==> src/rtl/aes_dec_pkg.sv <==
// Shared definitions for the byte-serial AES-128 decryption state unit.
// GF(2^8) reduction constant, xtime helper and the InvShiftRows source table.
package aes_dec_pkg;

    localparam logic [7:0] AES_POLY_RED = 8'h1B;
    localparam int         STATE_BYTES  = 16;

    typedef enum logic [1:0] {
        UPD_HOLD,
        UPD_SHIFT,
        UPD_IMC,
        UPD_ISR
    } upd_mode_e;

    // Source byte index for each destination byte of InvShiftRows (column-major S[4c+r]).
    localparam logic [3:0] ISR_SRC [STATE_BYTES] = '{
        4'd0,  4'd13, 4'd10, 4'd7,
        4'd4,  4'd1,  4'd14, 4'd11,
        4'd8,  4'd5,  4'd2,  4'd15,
        4'd12, 4'd9,  4'd6,  4'd3
    };

    function automatic logic [7:0] xtime(input logic [7:0] b);
        return {b[6:0], 1'b0} ^ (b[7] ? AES_POLY_RED : 8'h00);
    endfunction

endpackage

==> src/rtl/inv_mix_column.sv <==
// Combinational InvMixColumns on one 4-byte column: rows of the [0e 0b 0d 09] circulant.
// Built from an xtime chain so only XORs and conditional reductions are needed.
module inv_mix_column
    import aes_dec_pkg::*;
(
    input  logic [3:0][7:0] col_in,
    output logic [3:0][7:0] col_out
);

    logic [7:0] x2  [4];
    logic [7:0] x4  [4];
    logic [7:0] x8  [4];
    logic [7:0] m09 [4];
    logic [7:0] m0b [4];
    logic [7:0] m0d [4];
    logic [7:0] m0e [4];

    always_comb begin
        for (int r = 0; r < 4; r++) begin
            x2[r]  = xtime(col_in[r]);
            x4[r]  = xtime(x2[r]);
            x8[r]  = xtime(x4[r]);
            m09[r] = x8[r] ^ col_in[r];
            m0b[r] = x8[r] ^ x2[r] ^ col_in[r];
            m0d[r] = x8[r] ^ x4[r] ^ col_in[r];
            m0e[r] = x8[r] ^ x4[r] ^ x2[r];
        end
    end

    always_comb begin
        for (int r = 0; r < 4; r++) begin
            col_out[r] = m0e[r] ^ m0b[2'(r + 1)] ^ m0d[2'(r + 2)] ^ m09[2'(r + 3)];
        end
    end

endmodule

==> src/rtl/inv_data_registers_unit.sv <==
// Byte-serial AES-128 decryption state register file: 16-byte shift chain with in-place
// InvShiftRows, column-at-a-time InvMixColumns and a one-byte guard register.
module inv_data_registers_unit
    import aes_dec_pkg::*;
(
    input  logic       clk,
    input  logic       rst,
    input  logic       en,
    input  logic       doSG,
    input  logic       doCG,
    input  logic       doIMC,
    input  logic       doISR,
    input  logic [7:0] stateIn,
    output logic [7:0] stateOut,
    output logic [7:0] guards,
    output logic [7:0] plain
);

    logic [7:0]      state_q [STATE_BYTES];
    logic [7:0]      state_d [STATE_BYTES];
    logic [7:0]      guard_q;
    logic [7:0]      guard_d;
    logic [3:0][7:0] imc_in;
    logic [3:0][7:0] imc_out;
    upd_mode_e       mode;

    always_comb begin
        for (int r = 0; r < 4; r++) begin
            imc_in[r] = state_q[r];
        end
    end

    inv_mix_column u_imc (
        .col_in  (imc_in),
        .col_out (imc_out)
    );

    // Permutation wins over the column step; both win over the plain shift.
    always_comb begin
        if (!en) begin
            mode = UPD_HOLD;
        end else if (doISR) begin
            mode = UPD_ISR;
        end else if (doIMC) begin
            mode = UPD_IMC;
        end else begin
            mode = UPD_SHIFT;
        end
    end

    always_comb begin
        state_d = state_q;
        case (mode)
            UPD_ISR: begin
                for (int i = 0; i < STATE_BYTES; i++) begin
                    state_d[i] = state_q[ISR_SRC[i]];
                end
            end
            UPD_SHIFT, UPD_IMC: begin
                for (int i = 0; i < STATE_BYTES - 1; i++) begin
                    state_d[i] = state_q[i + 1];
                end
                state_d[STATE_BYTES - 1] = stateIn;
                // m0 leaves on stateOut; m1..m3 stay at the head of the chain.
                if (mode == UPD_IMC) begin
                    state_d[0] = imc_out[1];
                    state_d[1] = imc_out[2];
                    state_d[2] = imc_out[3];
                end
            end
            default: ;
        endcase
    end

    always_comb begin
        guard_d = (en && doSG) ? state_q[0] : guard_q;
    end

    always_ff @(posedge clk or posedge rst) begin
        if (rst) begin
            for (int i = 0; i < STATE_BYTES; i++) begin
                state_q[i] <= 8'h00;
            end
            guard_q <= 8'h00;
        end else begin
            for (int i = 0; i < STATE_BYTES; i++) begin
                state_q[i] <= state_d[i];
            end
            guard_q <= guard_d;
        end
    end

    always_comb begin
        stateOut = (mode == UPD_IMC) ? imc_out[0] : state_q[0];
        guards   = doCG ? guard_q : state_q[1];
        plain    = state_q[0];
    end

endmodule

==> config.mk <==
export PLATFORM = sky130hd
export DESIGN_NAME = inv_data_registers_unit
export DESIGN_NICKNAME = d
export VERILOG_FILES = /design/src/rtl/aes_dec_pkg.sv /design/src/rtl/inv_mix_column.sv /design/src/rtl/inv_data_registers_unit.sv
export SDC_FILE = /design/constraint.sdc
export NUM_CORES = 1
export LEC_CHECK = 0
export ABC_AREA = 1
export CORE_AREA = 2 2 153 80
export DETAILED_ROUTE_END_ITERATION = 8
export DIE_AREA = 0 0 155 82
export GPL_ROUTABILITY_DRIVEN = 0
export PLACE_DENSITY_LB_ADDON = 0.25
export SYNTH_ARGS = -nofsm -noshare
export SYNTH_HDL_FRONTEND = slang
export SYNTH_SLANG_ARGS = --single-unit
==> constraint.sdc <==
create_clock -name clk -period 6.3 [get_ports clk]
set_input_delay 1.89 -clock clk [delete_from_list [all_inputs] [get_ports clk]]
set_output_delay 1.89 -clock clk [all_outputs]
set_load 0.02 [all_outputs]
==> results by group <==
Run status
  – Status: finished, final reports clean

Min path
  – Hold wc startpoint: guard_q[5]$_DFFE_PP0P_
  – HP Class: reg -> reg
  – Worst hold path endpoint: guard_q[5]$_DFFE_PP0P_
  – Worst Hold Depth: 2

Route
  – Initial DRC Count: 468
  – Final ANT Viol Nets: 0
  – Via count: 5391
  – DR DRC count: 0
  – DR pass1 iterations: 6
  – Wirelength per Cell: 13.3 µm
  – DRT Wirelength: 14.3 mm
  – Vias/cell: 5.01

Clocking
  – Post-CTS Setup Bufs: 0
  – CTS Hold Buffers Added: 0
  – CTS tree: done
  – Clock root cell: clkbuf_16
  – Clock transition at the registers of the reported paths: 0.06 ns
  – CTS H-tree depth: 4
  – CTS buffer count: 17
  – Post_cts resized: 0
  – Clk_lat worst skew: 0.42 ns
  – Clock Sinks: 136
  – Maximum clock path buffer count: 2

Floorplan
  – Row cnt: 28
  – Core area: 0.0115 mm²
  – Die Y: 82 µm
  – Area of the die: 0.0127 mm²
  – I/O Pins: 39
  – Initial core utilization: 58.7%
  – Die X: 155 µm

GRT
  – Initial antenna violation count: 0
  – Vias in the first global route: 5208
  – Remaining global-route overflow: 0
  – Largest net degree at the start of global routing: 106
  – Total GRT Usage: 25.7%
  – First-pass GRT wire length: 25.3 mm

Power and ir drop
  – Final Total Pwr: 2.65 mW
  – Leak: 4.22 nW
  – Worst IR drop on VDD: 0.168 mV
  – Pwr Density: 351 mW/mm²

Logic synthesis
  – Seq cells post-synth: 136
  – Netlist cell types: 14
  – Cell taking the most area after synthesis: dfrtp_1
  – Area contributors post-synth: dfrtp_1 51%, nand2_1 25%, nand3_1 7.7%
  – Synth Warn #: 0
  – Register area share after synthesis: 50.6%
  – Synthesized instance count: 920
  – Mapped Avg Cell Area: 7.31 µm²
  – Post-synth top area share: 50.6%
  – Cell Area, Synth: 0.00673 mm²
  – Synth Net Count: 935

Run
  – Max-cap violations: 0

Setup path
  – Cell mode on critical path: clkdlybuf4s50_1
  – Worst Setup Path Type: in -> out
  – Worst path depth: 3
  – CP Launch Type: input pin
  – Worst EP required: 4.41 ns
  – R2r setup slk: 5.34 ns
  – Crit path max fanout: 16
  – CP Buf/Inv Count: 2
  – Worst EP arrival: 3.45 ns
  – Worst path cell trace: clkdlybuf4s50_1 > o21ai_0 > clkdlybuf4s50_1
  – Reg2Reg Depth: 4
  – Crit path max-delay family: buffers and inverters
  – Endpoint class of the critical path: output pin
  – Reg-to-reg startpoint: imc_in[9]$_DFFE_PP0P_
  – Worst reg2reg path endpoint: state_q[81]$_DFFE_PP0P_
  – Worst path slowest cell: clkdlybuf4s50_1
  – CP max stage delay: 0.64 ns

Finish
  – Nets: 929
  – Commonest non-fill, non-tap cells in the layout: 441 x nand2_1, 136 x dfrtp_1, 128 x inv_1
  – N_diodes: 0
  – Commonest non-fill, non-tap cell in the layout: nand2_1
  – Proportion of layout cells with a drive suffix above 1: 4.64%
  – P&R area growth vs syn: 12.0%

Timing
  – Setup Viol. Count Final: 0
  – RSZ-0062 raised after global routing: no
  – Slew @ Worst Pin: 1.00 ns
  – Final setup margin: 0.957 ns
  – Hold_ws: 0.477 ns
  – Clk_skew: 0.00847 ns
  – Final Hold Viols: 0
  – Setup TNS: 0 ns
  – Final-report max-slew violation count: 0
  – F_max: 187 MHz
  – Max_slew headroom: 33.4%
  – Min Tclk post-route: 5.34 ns
  – Fin crit share: 84.8%

Placement
  – HPWL after DPL: 8.38 mm
  – Post-place setup slack: 0.944 ns
  – PortBufs: 37
-- Yosys cell counts --
cell type	number
clkbuf_1	5
inv_4	1
inv_1	129
buf_1	2
o21ai_0	40
nand3_1	104
buf_2	20
buf_4	32
nand2_1	441
nand2_4	1
dfrtp_1	136
clkbuf_2	2
buf_6	6
inv_2	1
-- worst min-delay path, stage by stage (launching register included) --
cell	delay (ns)
dfrtp_1	0.35
nand2_1	0.05
nand2_1	0.05
-- per-stage QoR --
step | util [%] | std cells | instance area (µm²)
floorplan | - | 920 | 6730
global placement | 60.0 | 1045 | 6880
detailed placement | 60.0 | 1045 | 6880
CTS | 65.8 | 1077 | 7540
global route | 65.8 | 1077 | 7540
finish | 65.8 | 1077 | 7540
-- how the worst max path moves through the flow --
stage          from                endpoint  slack (ns)
2_1_floorplan   rst  guard_q[0]$_DFFE_PP0P_        0.77
3_3_place_gp   doCG               guards[4]        0.98
3_5_place_dp   doCG               guards[1]        0.94
4_1_cts        doCG               guards[1]        0.94
5_1_grt        doCG               guards[5]        0.82
6_report       doCG               guards[5]        0.96
-- cell type report --
type | instances | area (µm²)
clock buffer | 18 | 439
clock inverter | 14 | 223
fill | 986 | 3920
tap | 150 | 188
sequential | 136 | 3400
timing repair buffer | 42 | 400
multi-input combinational | 586 | 2390
inverter | 131 | 499
-- registers in the layout, summed over array words and instances (netlist names) --
signal / flops
state_q: 96
imc_in: 24
guard_q: 8
plain: 8
-- power by group --
part	leakage [nW]	total [mW]	switching, mW	internal (mW)
clock	0.317	1.12	0.400	0.716
sequential	1.68	1.09	0.0800	1.01
combinational	2.22	0.440	0.279	0.161
-- per-layer routing --
metal,track usage [%],part of all wire (%)
met1,38.4,53
met4,6.39,0.80
met3,6.17,5.7
met5,0,0
met2,38.0,40
-- cells by family after synthesis --
group | after synthesis | synth area share (%)
buf+inv | 198 | 13.9
flops | 136 | 50.6
simple gates | 546 | 32.5
compound gates | 40 | 2.98
No activity file was read; power rests on OpenSTA's default activity.
